**config.mk**
```make
export PLATFORM = sky130hd
export DESIGN_NAME = conv_mac_pipe
export DESIGN_NICKNAME = d
export VERILOG_FILES = /design/src/rtl/conv_pkg.sv /design/src/rtl/conv_adder_tree.sv /design/src/rtl/conv_mac_pipe.sv
export SDC_FILE = /design/constraint.sdc
export NUM_CORES = 2
export LEC_CHECK = 0
export CORE_ASPECT_RATIO = 1.2
export CORE_UTILIZATION = 25
export DETAILED_ROUTE_END_ITERATION = 6
export GPL_TIMING_DRIVEN = 0
export PLACE_DENSITY_LB_ADDON = 0.08
export SLEW_MARGIN = 20
export SYNTH_ARGS = -nofsm -noshare
export SYNTH_HDL_FRONTEND = slang
export SYNTH_HIERARCHICAL = 1
export SYNTH_SLANG_ARGS = --single-unit
```
**constraint.sdc**
```tcl
create_clock -name clk -period 13.15 [get_ports clk]
set_input_delay 3.945 -clock clk [delete_from_list [all_inputs] [get_ports clk]]
set_output_delay 3.945 -clock clk [all_outputs]
set_load 0.05 [all_outputs]
```
**src/rtl/conv_pkg.sv**
```systemverilog
// conv_pkg: shared widths and arithmetic helpers for the convolution datapath
package conv_pkg;
  localparam int SAT_W = 64;

  function automatic int clog2(input int v);
    int r;
    r = 0;
    while ((1 << r) < v) r++;
    return r;
  endfunction

  function automatic int acc_width(input int dw, input int cw, input int taps, input int ch);
    return dw + cw + 1 + clog2(taps * ch);
  endfunction

  function automatic int tap_idx(input int r, input int c, input int fs);
    return r * fs + c;
  endfunction

  function automatic logic [SAT_W-1:0] saturate(input logic [SAT_W-1:0] v, input logic sgn, input int out_w);
    logic signed [SAT_W-1:0] x, hi, lo;
    x  = $signed(v);
    hi = sgn ? (64'sd1 <<< (out_w - 1)) - 64'sd1 : (64'sd1 <<< out_w) - 64'sd1;
    lo = sgn ? -(64'sd1 <<< (out_w - 1)) : 64'sd0;
    return (x > hi) ? hi : (x < lo) ? lo : x;
  endfunction
endpackage

```
**src/rtl/conv_adder_tree.sv**
```systemverilog
// conv_adder_tree: combinational balanced adder tree over N signed W-bit terms
module conv_adder_tree #(
  parameter int N = 9,
  parameter int W = 21
) (
  input  logic [N*W-1:0] terms,
  output logic [W-1:0]   sum
);
  if (N == 1) begin : g_leaf
    assign sum = terms;
  end else begin : g_split
    localparam int L = N / 2;
    logic [W-1:0] lo, hi;
    conv_adder_tree #(.N(L), .W(W)) u_lo (.terms(terms[L*W-1:0]), .sum(lo));
    conv_adder_tree #(.N(N-L), .W(W)) u_hi (.terms(terms[N*W-1:L*W]), .sum(hi));
    assign sum = lo + hi;
  end
endmodule

```
**src/rtl/conv_mac_pipe.sv**
```systemverilog
// conv_mac_pipe: 3-stage multiply/sum/accumulate engine with bias, ReLU and saturation
module conv_mac_pipe
  import conv_pkg::*;
#(
  parameter int FILTER_SIZE = 3,
  parameter int DATA_W      = 8,
  parameter int COEF_W      = 8,
  parameter int CHANNELS    = 1,
  parameter int OUT_W       = 16
) (
  input  logic                                        clk,
  input  logic                                        rst,
  input  logic                                        in_valid,
  output logic                                        in_ready,
  input  logic [FILTER_SIZE*FILTER_SIZE*DATA_W-1:0]   window_in,
  input  logic [CHANNELS*FILTER_SIZE*FILTER_SIZE*COEF_W-1:0] filter_flat,
  input  logic [OUT_W-1:0]                            bias,
  input  logic                                        signed_en,
  input  logic                                        relu_en,
  input  logic                                        flush,
  output logic                                        out_valid,
  input  logic                                        out_ready,
  output logic [OUT_W-1:0]                            result,
  output logic [(CHANNELS > 1 ? clog2(CHANNELS) : 1)-1:0] chan_idx
);
  localparam int TAPS  = FILTER_SIZE * FILTER_SIZE;
  localparam int KW    = TAPS * COEF_W;
  localparam int P_W   = DATA_W + COEF_W + 1;
  localparam int ACC_W = acc_width(DATA_W, COEF_W, TAPS, CHANNELS);
  localparam int FIN_W = (ACC_W > OUT_W ? ACC_W : OUT_W) + 1;
  localparam int CH_W  = CHANNELS > 1 ? clog2(CHANNELS) : 1;

  logic              advance, fire, first_in, last_in, mode_sgn, mode_relu;
  logic [CH_W-1:0]   chan;
  logic              sgn_q, relu_q;
  logic [KW-1:0]     kern;
  logic [TAPS*P_W-1:0]   prod, s1_prod;
  logic              s1_v, s1_first, s1_last, s1_sgn, s1_relu;
  logic [OUT_W-1:0]  s1_bias;
  logic [TAPS*ACC_W-1:0] terms;
  logic [ACC_W-1:0]  tree_sum, s2_sum;
  logic              s2_v, s2_first, s2_last, s2_sgn, s2_relu;
  logic [OUT_W-1:0]  s2_bias;
  logic [ACC_W-1:0]  acc, acc_nxt;
  logic [FIN_W-1:0]  bias_ext, fin, fin_relu;
  logic [OUT_W-1:0]  sat_val;

  // Operands widened by one bit so both modes share one signed multiplier.
  function automatic logic signed [P_W-1:0] mul(input logic [DATA_W-1:0] d, input logic [COEF_W-1:0] k, input logic s);
    logic signed [DATA_W:0] a;
    logic signed [COEF_W:0] b;
    a = $signed({s & d[DATA_W-1], d});
    b = $signed({s & k[COEF_W-1], k});
    return a * b;
  endfunction

  assign advance   = !out_valid || out_ready;
  assign in_ready  = rst && advance && !flush;
  assign fire      = in_valid && in_ready;
  assign first_in  = chan == '0;
  assign last_in   = chan == CH_W'(CHANNELS - 1);
  assign mode_sgn  = first_in ? signed_en : sgn_q;
  assign mode_relu = first_in ? relu_en : relu_q;
  assign chan_idx  = chan;

  // Pick the kernel slice for the channel currently expected.
  always_comb begin
    kern = '0;
    for (int k = 0; k < CHANNELS; k++)
      if (chan == CH_W'(k)) kern = filter_flat[k*KW +: KW];
  end

  for (genvar r = 0; r < FILTER_SIZE; r++) begin : g_row
    for (genvar c = 0; c < FILTER_SIZE; c++) begin : g_col
      localparam int T = tap_idx(r, c, FILTER_SIZE);
      assign prod[T*P_W +: P_W] = mul(window_in[T*DATA_W +: DATA_W], kern[T*COEF_W +: COEF_W], mode_sgn);
    end
  end

  for (genvar i = 0; i < TAPS; i++) begin : g_ext
    assign terms[i*ACC_W +: ACC_W] = ACC_W'($signed(s1_prod[i*P_W +: P_W]));
  end

  conv_adder_tree #(.N(TAPS), .W(ACC_W)) u_tree (.terms(terms), .sum(tree_sum));

  // Final accumulation, bias, ReLU and clamp for the beat leaving stage 2.
  always_comb begin
    acc_nxt  = s2_first ? s2_sum : acc + s2_sum;
    bias_ext = s2_sgn ? FIN_W'($signed(s2_bias)) : FIN_W'(s2_bias);
    fin      = FIN_W'($signed(acc_nxt)) + bias_ext;
    fin_relu = (s2_relu && s2_sgn && fin[FIN_W-1]) ? '0 : fin;
    sat_val  = OUT_W'(saturate(SAT_W'($signed(fin_relu)), s2_sgn, OUT_W));
  end

  // Channel counter and per-pixel mode latch, updated on accepted beats.
  always_ff @(posedge clk or negedge rst) begin
    if (!rst) begin
      chan   <= '0;
      sgn_q  <= 1'b0;
      relu_q <= 1'b0;
    end else if (flush) begin
      chan <= '0;
    end else if (fire) begin
      chan <= last_in ? '0 : chan + 1'b1;
      if (first_in) begin
        sgn_q  <= signed_en;
        relu_q <= relu_en;
      end
    end
  end

  // MUL and SUM pipeline registers; flush drops every in-flight beat.
  always_ff @(posedge clk or negedge rst) begin
    if (!rst) begin
      s1_v <= 1'b0; s1_prod <= '0; s1_first <= 1'b0; s1_last <= 1'b0;
      s1_sgn <= 1'b0; s1_relu <= 1'b0; s1_bias <= '0;
      s2_v <= 1'b0; s2_sum <= '0; s2_first <= 1'b0; s2_last <= 1'b0;
      s2_sgn <= 1'b0; s2_relu <= 1'b0; s2_bias <= '0;
    end else if (flush) begin
      s1_v <= 1'b0;
      s2_v <= 1'b0;
    end else if (advance) begin
      s1_v <= fire; s1_prod <= prod; s1_first <= first_in; s1_last <= last_in;
      s1_sgn <= mode_sgn; s1_relu <= mode_relu; s1_bias <= bias;
      s2_v <= s1_v; s2_sum <= tree_sum; s2_first <= s1_first; s2_last <= s1_last;
      s2_sgn <= s1_sgn; s2_relu <= s1_relu; s2_bias <= s1_bias;
    end
  end

  // Accumulator and output register; a held result survives flush.
  always_ff @(posedge clk or negedge rst) begin
    if (!rst) begin
      acc       <= '0;
      out_valid <= 1'b0;
      result    <= '0;
    end else if (flush) begin
      acc <= '0;
      if (advance) out_valid <= 1'b0;
    end else if (advance) begin
      out_valid <= s2_v && s2_last;
      if (s2_v) acc <= acc_nxt;
      if (s2_v && s2_last) result <= sat_val;
    end
  end
endmodule
```
==> flow_summary.json <==
{
  "initial_utilization_pct": 25.2,
  "synthFlopType": "dfrtp_1",
  "crit_path_frequent_cell": "clkdlybuf4s50_1",
  "groute.usage.overall_pct": 15.0,
  "fp-row-count": 174,
  "syn_to_final_growth_pct": 12.1,
  "syn_inst": 5391,
  "whs_ns": 0.470,
  "clkTransAtPathRegs_ns": 0.05,
  "synth_top_cell_by_area": "fa_1",
  "arrival_ns": 6.98,
  "grt-ovfl-total": 0,
  "layout_setup_ws_ns": 2.22,
  "worst_pin_slew_ns": 0.940,
  "drc_errors": 0,
  "yosysMostFrequentCell": "nand2_1",
  "drt_first_iter_violations": 1252,
  "rsz0062_at_grt": "no",
  "dpl.hpwl_um": 116000,
  "drive_above_1_share_pct": 8.83,
  "synth_edf_count": 0,
  "layout.nets": 6852,
  "worstSetupStartpointType": "input pin",
  "status": "finished clean",
  "postRouteAntennaNets": 0,
  "hp-class": "register to register",
  "core_mm2": 0.187,
  "multi_input_area_mm2": 0.0361,
  "numPortBuffers": 107,
  "wl_per_cell_um": 17.3,
  "die_w_um": 398,
  "cts_htree_levels": 2,
  "endpoint_kind": "output port",
  "gp_congestion": 0.781,
  "firstDrtPassIters": 5,
  "n_fill_cell": 20300,
  "grt_pass1_wl_um": 223000,
  "yosys-top-cells-count": "nand2_1, inv_1, fa_1, ha_1, and2_1",
  "period_needed_ns": 10.93,
  "max_slew_margin_pct": 37.1,
  "synth_seq_cells": 252,
  "yosysUniqueCellTypes": 79,
  "yosys-top-cells-area": "fa_1, ha_1, dfrtp_1, nand2_1, inv_1",
  "cp_cell_sequence": "clkdlybuf4s50_1, nor2_1, clkbuf_2, buf_12, and2_1, clkdlybuf4s50_1",
  "cts_hold_buf": 0,
  "clock_path_buffers": 3,
  "synth_fp_nets": 6695,
  "slowest_delay_ns": 0.84,
  "io_pins": 186,
  "yosys_warnings": 6,
  "cts_made_buffers": 36,
  "synth_area_per_cell_um2": 8.74,
  "period_share_pct": 83.1,
  "synthArstFlopShare_pct": 100,
  "crit_type": "input pin to output port",
  "cap_violations": 0,
  "cts_sinks": 252,
  "critPathRequiredTime_ns": 9.20,
  "seq_area_mm2": 0.00631,
  "worst_path_max_delay_cell": "clkdlybuf4s50_1",
  "cts_tree": "yes",
  "syn-cell-area_mm2": 0.0471,
  "postCtsSetupBuffers": 0,
  "synth_top_area_share_pct": 26.0,
  "setup_violations": 0,
  "seq_area_frac_synth_pct": 13.4,
  "grt_max_degree": 85,
  "clkLatencyLatePin_ns": 0.58,
  "fin_skew_ns": 0.0235,
  "die_y_um": 478,
  "max_freq_mhz": 91.5,
  "drv_slew": 0,
  "dieArea_mm2": 0.190,
  "vias_per_cell": 4.41,
  "final_cells": 8039,
  "dp_slack_ns": 1.46,
  "cts_root_buffer": "clkbuf_16",
  "drt-total-wl_um": 139000,
  "cts_resized": 0,
  "crit_fanout": 10,
  "timing.final.hold_violations": 0,
  "antenna_found_initial": 4,
  "grt_pass1_vias": 38800,
  "place_inst": 7974,
  "via_count": 35400
}
[layout by cell type (no fill, tap or decap), drive strengths merged, types with 208 or more instances in the layout]
| cell | instances |
|---|---|
| dfrtp | 252 |
| buf | 223 |
| a21oi | 275 |
| inv | 669 |
| ha | 524 |
| xnor2 | 230 |
| and2 | 277 |
| nand2 | 925 |
| fa | 613 |
| clkbuf | 208 |
[through the flow]
step                util, %   TNS, ns  instance area, µm²
floorplan                 -         0               47100
global placement       27.4  -1168.79               51300
detailed placement     27.6         0               51600
CTS                    28.2         0               52800
global route           28.2         0               52800
finish                 28.2         0               52800
[flip-flops by register name (all words and copies together), names as in the netlist]
register   cells
result        16
s1_v           1
s2_bias       16
s1_prod      153
s1_sgn         1
s1_relu        1
s2_last        1
s2_sgn         1
s2_v           1
s1_bias       16
s1_last        1
s2_sum        21
acc           21
out_valid      1
s2_relu        1
[routing by layer]
| layer | wire (µm) | share of wire [%] | up-vias | GRT usage [%] |
|---|---|---|---|---|
| li1 | - | - | 17600 | - |
| met1 | 64200 | 46 | 17400 | 19.6 |
| met2 | 69600 | 50 | 294 | 26.7 |
| met3 | 3230 | 2.3 | 79 | 1.39 |
| met4 | 2140 | 1.5 | 4 | 2.64 |
| met5 | 23 | 0.017 | - | 0 |
[final cells by class]
cell class,instances,area share (%)
Inverter,669,4.76
Clock buffer,54,2.12
Buffer,364,4.11
Timing Repair Buffer,119,2.59
Multi-Input combinational cell,4106,68.5
Sequential cell,252,11.9
Antenna cell,1,0.00474
Tap cell,2464,5.84
Clock inverter,10,0.173
[worst max-delay path: cells and delay by family]
kind / cells / cell delay (ns)
AND/OR/NAND/NOR: 2 / 1.06
buffers and inverters: 4 / 1.93
[worst paths after layout]
check | slack (ns) | depth (start not counted) | from | to
worst min-delay path | 0.47 | 2 | s1_bias[7] | s2_bias[7]
worst max register to register | 5.33 | 30 | s2_sum[0] | result[9]
worst max-delay path | 2.22 | 6 | flush | in_ready
worst min register to register | 0.47 | 2 | s1_bias[7] | s2_bias[7]
min in group asynchronous | 3.22 | 1 | rst | s1_bias[12]
max in group asynchronous | 8.82 | 3 | rst | s1_prod[70]
[kinds of logic (layout without fill, tap and decap cells)]
| group | Yosys count | count (layout) | share of synthesized area (%) |
|---|---|---|---|
| flip-flops | 252 | 252 | 13.4 |
| buffers and inverters | 1033 | 1216 | 9.89 |
| adder cells (fa/ha/maj) | 1137 | 1137 | 40.0 |
| AO/OA/AOI/OAI | 818 | 818 | 11.6 |
| multiplexers | 23 | 23 | 0.518 |
| AND/OR/NAND/NOR | 1787 | 1787 | 18.3 |
| XOR/XNOR | 340 | 340 | 6.34 |
| other | 1 | 2 | 0.00796 |
Power is left out: the tool's default activity adds up to more than one toggle a clock period on the data nets, which glitch-free logic cannot reach.
